## config.mk

```make
export PLATFORM = sky130hd
export DESIGN_NAME = rocketcpu_irq_ctrl_flat
export DESIGN_NICKNAME = d
export VERILOG_FILES = /design/src/rtl/rocketcpu_irq_ctrl_if.sv /design/src/rtl/rocketcpu_irq_ctrl.sv /design/src/flat_wrapper.sv
export SDC_FILE = /design/constraint.sdc
export NUM_CORES = 1
export LEC_CHECK = 0
export ABC_CLOCK_PERIOD_IN_PS = 4600
export BUFFER_PORTS_ARGS = -buffer_cell sky130_fd_sc_hd__buf_4
export CORE_ASPECT_RATIO = 1.5
export CORE_MARGIN = 2
export CORE_UTILIZATION = 40
export CTS_CLUSTER_DIAMETER = 100
export DETAILED_ROUTE_END_ITERATION = 8
export GPL_TIMING_DRIVEN = 0
export PLACE_DENSITY = 0.74
export SLEW_MARGIN = 20
export SYNTH_ARGS = -nofsm -noshare
export SYNTH_HDL_FRONTEND = slang
export SYNTH_SLANG_ARGS = --single-unit
```

## constraint.sdc

```tcl
create_clock -name i_wb_clk -period 4.6 [get_ports i_wb_clk]
set_input_delay 0.69 -clock i_wb_clk [delete_from_list [all_inputs] [get_ports i_wb_clk]]
set_output_delay 0.69 -clock i_wb_clk [all_outputs]
set_load 0.01 [all_outputs]
```

## src/rtl/rocketcpu_irq_ctrl_if.sv

```systemverilog
// Wishbone-classic slave bus of the RocketCPU interrupt controller.
// The master drives the request side and the controller returns registered data and ack.
interface rocketcpu_irq_ctrl_if;
    logic [31:0] i_wb_adr;
    logic [31:0] i_wb_dat;
    logic        i_wb_we;
    logic        i_wb_cyc;
    logic [31:0] o_wb_rdt;
    logic        o_wb_ack;

    modport master (
        output i_wb_adr, i_wb_dat, i_wb_we, i_wb_cyc,
        input  o_wb_rdt, o_wb_ack
    );

    modport slave (
        input  i_wb_adr, i_wb_dat, i_wb_we, i_wb_cyc,
        output o_wb_rdt, o_wb_ack
    );
endinterface

```

## src/rtl/rocketcpu_irq_ctrl.sv

```systemverilog
// RocketCPU interrupt controller: synchronised sources, per-channel edge/level latching,
// enable masking, W1C/W1S pending access and a lowest-id claim register.
module rocketcpu_irq_ctrl #(
    parameter int unsigned N_IRQ       = 6,
    parameter logic [31:0] BASE_ADDR   = 32'h0900_0000,
    parameter int unsigned SYNC_STAGES = 2
) (
    input  logic                 i_wb_clk,
    input  logic                 i_wb_rst_n,
    rocketcpu_irq_ctrl_if.slave  wb,
    input  logic [N_IRQ-1:0]     i_irq,
    output logic                 o_irq
);

    localparam logic [29:0] BASE_W = BASE_ADDR[31:2];

    logic [N_IRQ-1:0] s;
    logic [N_IRQ-1:0] s_prev_q;
    logic [N_IRQ-1:0] pending_q, pending_d;
    logic [N_IRQ-1:0] enable_q, enable_d;
    logic [N_IRQ-1:0] mode_q, mode_d;
    logic [31:0]      rdt_q, rdt_d;
    logic             ack_q, ack_d;
    logic             irq_q, irq_d;

    // Input synchroniser; zero stages means the sources are already in this clock domain.
    if (SYNC_STAGES == 0) begin : g_nosync
        assign s = i_irq;
    end else begin : g_sync
        logic [SYNC_STAGES-1:0][N_IRQ-1:0] sync_q, sync_d;

        always_comb begin
            sync_d    = sync_q;
            sync_d[0] = i_irq;
            for (int k = 1; k < SYNC_STAGES; k++) sync_d[k] = sync_q[k-1];
        end

        always_ff @(posedge i_wb_clk or negedge i_wb_rst_n) begin
            if (!i_wb_rst_n) sync_q <= '0;
            else             sync_q <= sync_d;
        end

        assign s = sync_q[SYNC_STAGES-1];
    end

    logic             acc, wr, rd;
    logic             sel_pend, sel_en, sel_mode, sel_set, sel_claim;
    logic [N_IRQ-1:0] wdat;

    assign acc       = wb.i_wb_cyc & ~ack_q;
    assign wr        = acc &  wb.i_wb_we;
    assign rd        = acc & ~wb.i_wb_we;
    assign sel_pend  = (wb.i_wb_adr[31:2] == BASE_W);
    assign sel_en    = (wb.i_wb_adr[31:2] == BASE_W + 30'd1);
    assign sel_mode  = (wb.i_wb_adr[31:2] == BASE_W + 30'd2);
    assign sel_set   = (wb.i_wb_adr[31:2] == BASE_W + 30'd3);
    assign sel_claim = (wb.i_wb_adr[31:2] == BASE_W + 30'd4);
    assign wdat      = wb.i_wb_dat[N_IRQ-1:0];

    logic unused_bus;
    assign unused_bus = ^{wb.i_wb_adr[1:0], wb.i_wb_dat};

    // Lowest-numbered enabled pending channel wins the claim.
    logic [N_IRQ-1:0] active, claim_oh;
    logic [5:0]       claim_val;

    always_comb begin
        active    = pending_q & enable_q;
        claim_oh  = '0;
        claim_val = '0;
        for (int i = N_IRQ - 1; i >= 0; i--) begin
            if (active[i]) begin
                claim_oh    = '0;
                claim_oh[i] = 1'b1;
                claim_val   = 6'(i + 1);
            end
        end
    end

    logic [N_IRQ-1:0] clr, set, edge_det, to_edge;

    always_comb begin
        clr      = '0;
        set      = '0;
        to_edge  = '0;
        edge_det = s & ~s_prev_q;
        if (wr && sel_pend)   clr = wdat;
        if (wr && sel_set)    set = wdat;
        if (rd && sel_claim)  clr = claim_oh;
        if (wr && sel_mode)   to_edge = wdat & ~mode_q;

        enable_d = (wr && sel_en)   ? wdat : enable_q;
        mode_d   = (wr && sel_mode) ? wdat : mode_q;

        pending_d = pending_q;
        for (int i = 0; i < N_IRQ; i++) begin
            if (!mode_q[i])
                pending_d[i] = to_edge[i] ? 1'b0 : s[i];
            else
                // A fresh edge beats a coincident clear so it is never lost.
                pending_d[i] = (pending_q[i] & ~clr[i]) | set[i] | edge_det[i];
        end

        rdt_d = rdt_q;
        if (acc) begin
            rdt_d = '0;
            if      (sel_pend)  rdt_d = 32'(pending_q);
            else if (sel_en)    rdt_d = 32'(enable_q);
            else if (sel_mode)  rdt_d = 32'(mode_q);
            else if (sel_claim) rdt_d = 32'(claim_val);
        end

        ack_d = acc;
        irq_d = |active;
    end

    always_ff @(posedge i_wb_clk or negedge i_wb_rst_n) begin
        if (!i_wb_rst_n) begin
            s_prev_q  <= '0;
            pending_q <= '0;
            enable_q  <= '0;
            mode_q    <= '0;
            rdt_q     <= '0;
            ack_q     <= 1'b0;
            irq_q     <= 1'b0;
        end else begin
            s_prev_q  <= s;
            pending_q <= pending_d;
            enable_q  <= enable_d;
            mode_q    <= mode_d;
            rdt_q     <= rdt_d;
            ack_q     <= ack_d;
            irq_q     <= irq_d;
        end
    end

    assign wb.o_wb_rdt = rdt_q;
    assign wb.o_wb_ack = ack_q;
    assign o_irq       = irq_q;

endmodule
```

## src/flat_wrapper.sv

```systemverilog
// flat-port wrapper written by rule: the top's interface ports become plain ports
module rocketcpu_irq_ctrl_flat 
#(
    parameter int unsigned N_IRQ       = 6,
    parameter logic [31:0] BASE_ADDR   = 32'h0900_0000,
    parameter int unsigned SYNC_STAGES = 2
)
  (i_wb_clk, i_wb_rst_n, i_irq, o_irq, wb_i_wb_adr, wb_i_wb_dat, wb_i_wb_we, wb_i_wb_cyc, wb_o_wb_rdt, wb_o_wb_ack);
  rocketcpu_irq_ctrl_if wb_i ();
  input  logic i_wb_clk;
  input  logic i_wb_rst_n;
  input  logic [N_IRQ-1:0] i_irq;
  output logic o_irq;
  input wire logic [$bits(wb_i.i_wb_adr)-1:0] wb_i_wb_adr;
  input wire logic [$bits(wb_i.i_wb_dat)-1:0] wb_i_wb_dat;
  input wire logic [$bits(wb_i.i_wb_we)-1:0] wb_i_wb_we;
  input wire logic [$bits(wb_i.i_wb_cyc)-1:0] wb_i_wb_cyc;
  output wire logic [$bits(wb_i.o_wb_rdt)-1:0] wb_o_wb_rdt;
  output wire logic [$bits(wb_i.o_wb_ack)-1:0] wb_o_wb_ack;
  assign wb_i.i_wb_adr = wb_i_wb_adr;
  assign wb_i.i_wb_dat = wb_i_wb_dat;
  assign wb_i.i_wb_we = wb_i_wb_we;
  assign wb_i.i_wb_cyc = wb_i_wb_cyc;
  assign wb_o_wb_rdt = wb_i.o_wb_rdt;
  assign wb_o_wb_ack = wb_i.o_wb_ack;
  rocketcpu_irq_ctrl #(.N_IRQ(N_IRQ), .BASE_ADDR(BASE_ADDR), .SYNC_STAGES(SYNC_STAGES)) u_core (.i_wb_clk(i_wb_clk), .i_wb_rst_n(i_wb_rst_n), .wb(wb_i), .i_irq(i_irq), .o_irq(o_irq));
endmodule
```

==> parameters.txt <==
Parameter                              Value

Worst setup path
  Largest driver fanout on the critical path    10
  Depth of the worst register-to-register path    6
  WS Path Type    in2reg
  Kind of capture point of the worst setup path    flop
  Critical path launch point type    input pin
  Required arrival time at the worst endpoint    4.78 ns
  Crit Reg-Reg Startpoint    u_core.wb.o_wb_ack
  Crit. Startpoint    wb_i_wb_adr[4]
  Arrival time worst endpoint    2.70 ns

Clocking
  Cell at the root of the clock tree    clkbuf_8
  Maximum level of the CTS H-tree    2
  TritonCTS Sinks    44
  Clock latency at the later pin of the worst-skew pair    about 0.29 ns
  Reg clk slew, reported paths    roughly 0.08 ns
  Post-CTS setup buffers    0
  Count of instances resized after the clock tree is built    0
  Cts bufs inserted    5
  Number of buffers on the longest clock path    2
  TritonCTS clock tree    built
  Cts-stage hold buffer count    0

GRT
  Global-route wire length before repair    about 8.7 mm
  Number of antenna violations at the first check in global routing    0
  Number of global-route vias before repair    1868
  Largest net degree at the start of global routing    45
  Aggregate global-route resource usage    17.5%
  Global route total overflow    0

Layout
  FILL cells    about 570
  Final #Nets    around 380
  Final Instance Count excl. Fillers    roughly 370
  Area of the multi-input gates    around 1000 um2
  ANT cells    0
  Area growth syn-to-layout    28.4%
  Register area    between 1000 and 1500 um2
  Share of cells above drive strength 1    34.8%
  Utilization after layout    roughly 52%

Place
  HPWL after detailed placement    4.05 mm
  Number of cells after detailed placement    about 370
  Weighted congestion reported at the end of routability-driven placement    0.963
  Count of port buffers added during placement    51

Floorplan
  Core footprint    5700 um2
  Total Die Area    roughly 6500 um2
  Width of the die    roughly 66 um
  Number of core rows    34
  Starting density of the core    around 40%
  Count of boundary I/O pins    ~110
  Die boundary height    ~97 um

Logic synthesis
  Post-synth cell types    47
  Share of synthesized cell area in full adder, half adder and majority cells    0%
  Synthesized-area fraction occupied by ao, oa, aoi and oai cells    approximately 18%
  Ys async rst share    100%
  Cell Area, Synth    between 2000 and 2500 um2
  Cell count after synthesis    approximately 220
  EDFF count, synth    0
  Most used flip-flop cell after synthesis    dfrtp_1
  #FFs+latches synth    44
  Post-Synth XOR/XNOR Area    0%
  Basic-gate share of the synthesized area counting and, or, nand and nor cells    16.6%
  Sequential cell area fraction in the yosys report    between 40% and 50%
  Mean Syn Cell Area    about 11 um2
  Synth warnings    0
  Combinational family with the most area after synthesis    compound AO/OA/AOI/OAI gates
  Share of cell area taken by muxes after synthesis    between 6 and 7%

Power and ir drop
  Cell area power density    251 nW/um2
  Worst-case vdd ir drop    between 0.0001 and 0.00015 V
  Leakage    ~0.0014 uW

Routing
  Number of vias per cell after detailed routing    4.89
  Wire per inst    13.8 um
  Number of remaining DRC errors    0
  Number of nets with antenna violations after detailed routing    0
  Violation count after the first detailed-route iteration    between 100 and 150
  Detailed-router iteration count before antenna repair    4
  Total wire length after detailed routing    about 5.1 mm
  Number of vias in the routed layout    1829

STA
  Final setup TNS    0 ns
  Final clock period utilization by the worst path    54.7%
  Finish-stage setup viols    0
  Fin Clk Skew    just over 0.005 ns
  Normalized max-slew margin    between 50 and 60%
  Fmax    0.397 GHz
  Pin slew with the least headroom to its limit    about 0.63 ns
  Post-layout minimum cycle time    between 2 and 3 ns
  Final-report hold violation count    0
  RSZ-0062 raised after global routing    false
  Max Transition Viols Final    0

Run
  MaxCap Viol Count    0

Worst hold path
  Hold crit path type    reg2reg
  Hold Path Depth    0
  Startpoint of the tightest hold check path    u_core.g_sync.sync_d[8]

Run status
  Run status    finished, final reports clean
-- cells in the mapped netlist (3+ instances only) --
cell type / instances / area, um2
a21oi_1: 8 / 40.0
buf_4: 26 / 195
o2111ai_1: 3 / 26.3
o21ai_0: 15 / 75.1
nor2_1: 7 / 26.3
mux2_2: 5 / 56.3
dfrtp_1: 44 / 1100
a31oi_1: 4 / 25.0
a22o_1: 3 / 26.3
a2bb2oi_1: 3 / 26.3
nor3_1: 4 / 20.0
inv_1: 14 / 52.6
and3_1: 4 / 25.0
a22oi_1: 3 / 22.5
o31ai_1: 3 / 22.5
mux2_4: 6 / 90.1
nor4_1: 3 / 18.8
o32a_1: 3 / 30.0
nand3_1: 4 / 20.0
nand2_1: 19 / 71.3
clkbuf_1: 4 / 15.0
o41ai_1: 4 / 35.0
-- placed cells by master, fill, tap and decap left out, types with 5 or more instances in the layout --
cell / count
nor2_1: 7
dfrtp_1: 44
clkbuf_1: 5
clkbuf_8: 6
nand2_1: 19
conb_1: 26
buf_4: 77
mux2_4: 6
inv_1: 14
o21ai_0: 15
a21oi_1: 8
mux2_2: 5
-- through the flow --
stage          total power, uW  hold WS, ns  instance area, um2  setup slack, ns
2_1_floorplan              457        0.331                2420             2.26
3_3_place_gp               504        0.331                2890             1.76
3_5_place_dp               507        0.336                2890             1.74
4_1_cts                    757        0.354                2990             2.06
5_1_grt                    788        0.366                2990             1.91
6_report                   748        0.350                2990             2.08
-- area by class of cell --
type                            instances  area share [%]
Clock inverter                          1           0.251
Timing Repair Buffer                   51            12.8
Inverter                               14            1.76
Multi-Input combinational cell        154            35.2
Sequential cell                        44            36.9
Buffer                                 31            7.21
Clock buffer                            7            2.89
Tap cell                               72            3.02
-- sequential cells by signal, indices dropped and copies added (netlist names) --
register	count
u_core.enable_q	6
u_core.o_irq	1
u_core.wb.o_wb_ack	1
u_core.s	6
u_core.wb.o_wb_rdt	6
u_core.mode_q	6
u_core.pending_q	6
u_core.g_sync.sync_d	6
u_core.s_prev_q	6
-- cells by family (layout without fill, tap and decap cells) --
logic type	after synthesis	after routing
AO/OA/AOI/OAI	60	60
buffers and inverters	45	104
flip-flops	44	44
multiplexers	11	11
other	1	26
AND/OR/NAND/NOR	57	57
-- where the power goes --
part	total, uW	internal [uW]	switching (uW)
combinational	95.9	49.3	46.6
sequential	403	397	5.54
clock	250	122	128
total	748	569	180
-- per-layer routing --
metal  vias to the layer above  share of wire (%)  global-route usage, %
li1                        916                  -                      -
met1                       849                 37                   19.9
met2                        58                 56                   30.9
met3                         6                5.7                   3.94
met4                         0                1.5                   6.59
met5                         -                  0                      0
-- worst paths after layout --
path / endpoint / slack, ns
min reg2reg: u_core.s[2] / 0.35
min in group asynchronous: u_core.wb.o_wb_rdt[0] / 0.38
max in group asynchronous: u_core.s_prev_q[2] / 3.83
max reg2reg: u_core.mode_q[3] / 2.39
max: u_core.mode_q[3] / 2.08
min: u_core.s[2] / 0.35
-- critical path, stage by stage --
cell,delay [ns]
buf_4,0.13
nor2_1,0.37
nand3_1,0.31
nor4b_2,0.51
buf_2,0.33
mux2_2,0.35
Note: power is estimated with default switching activity, not from simulation.
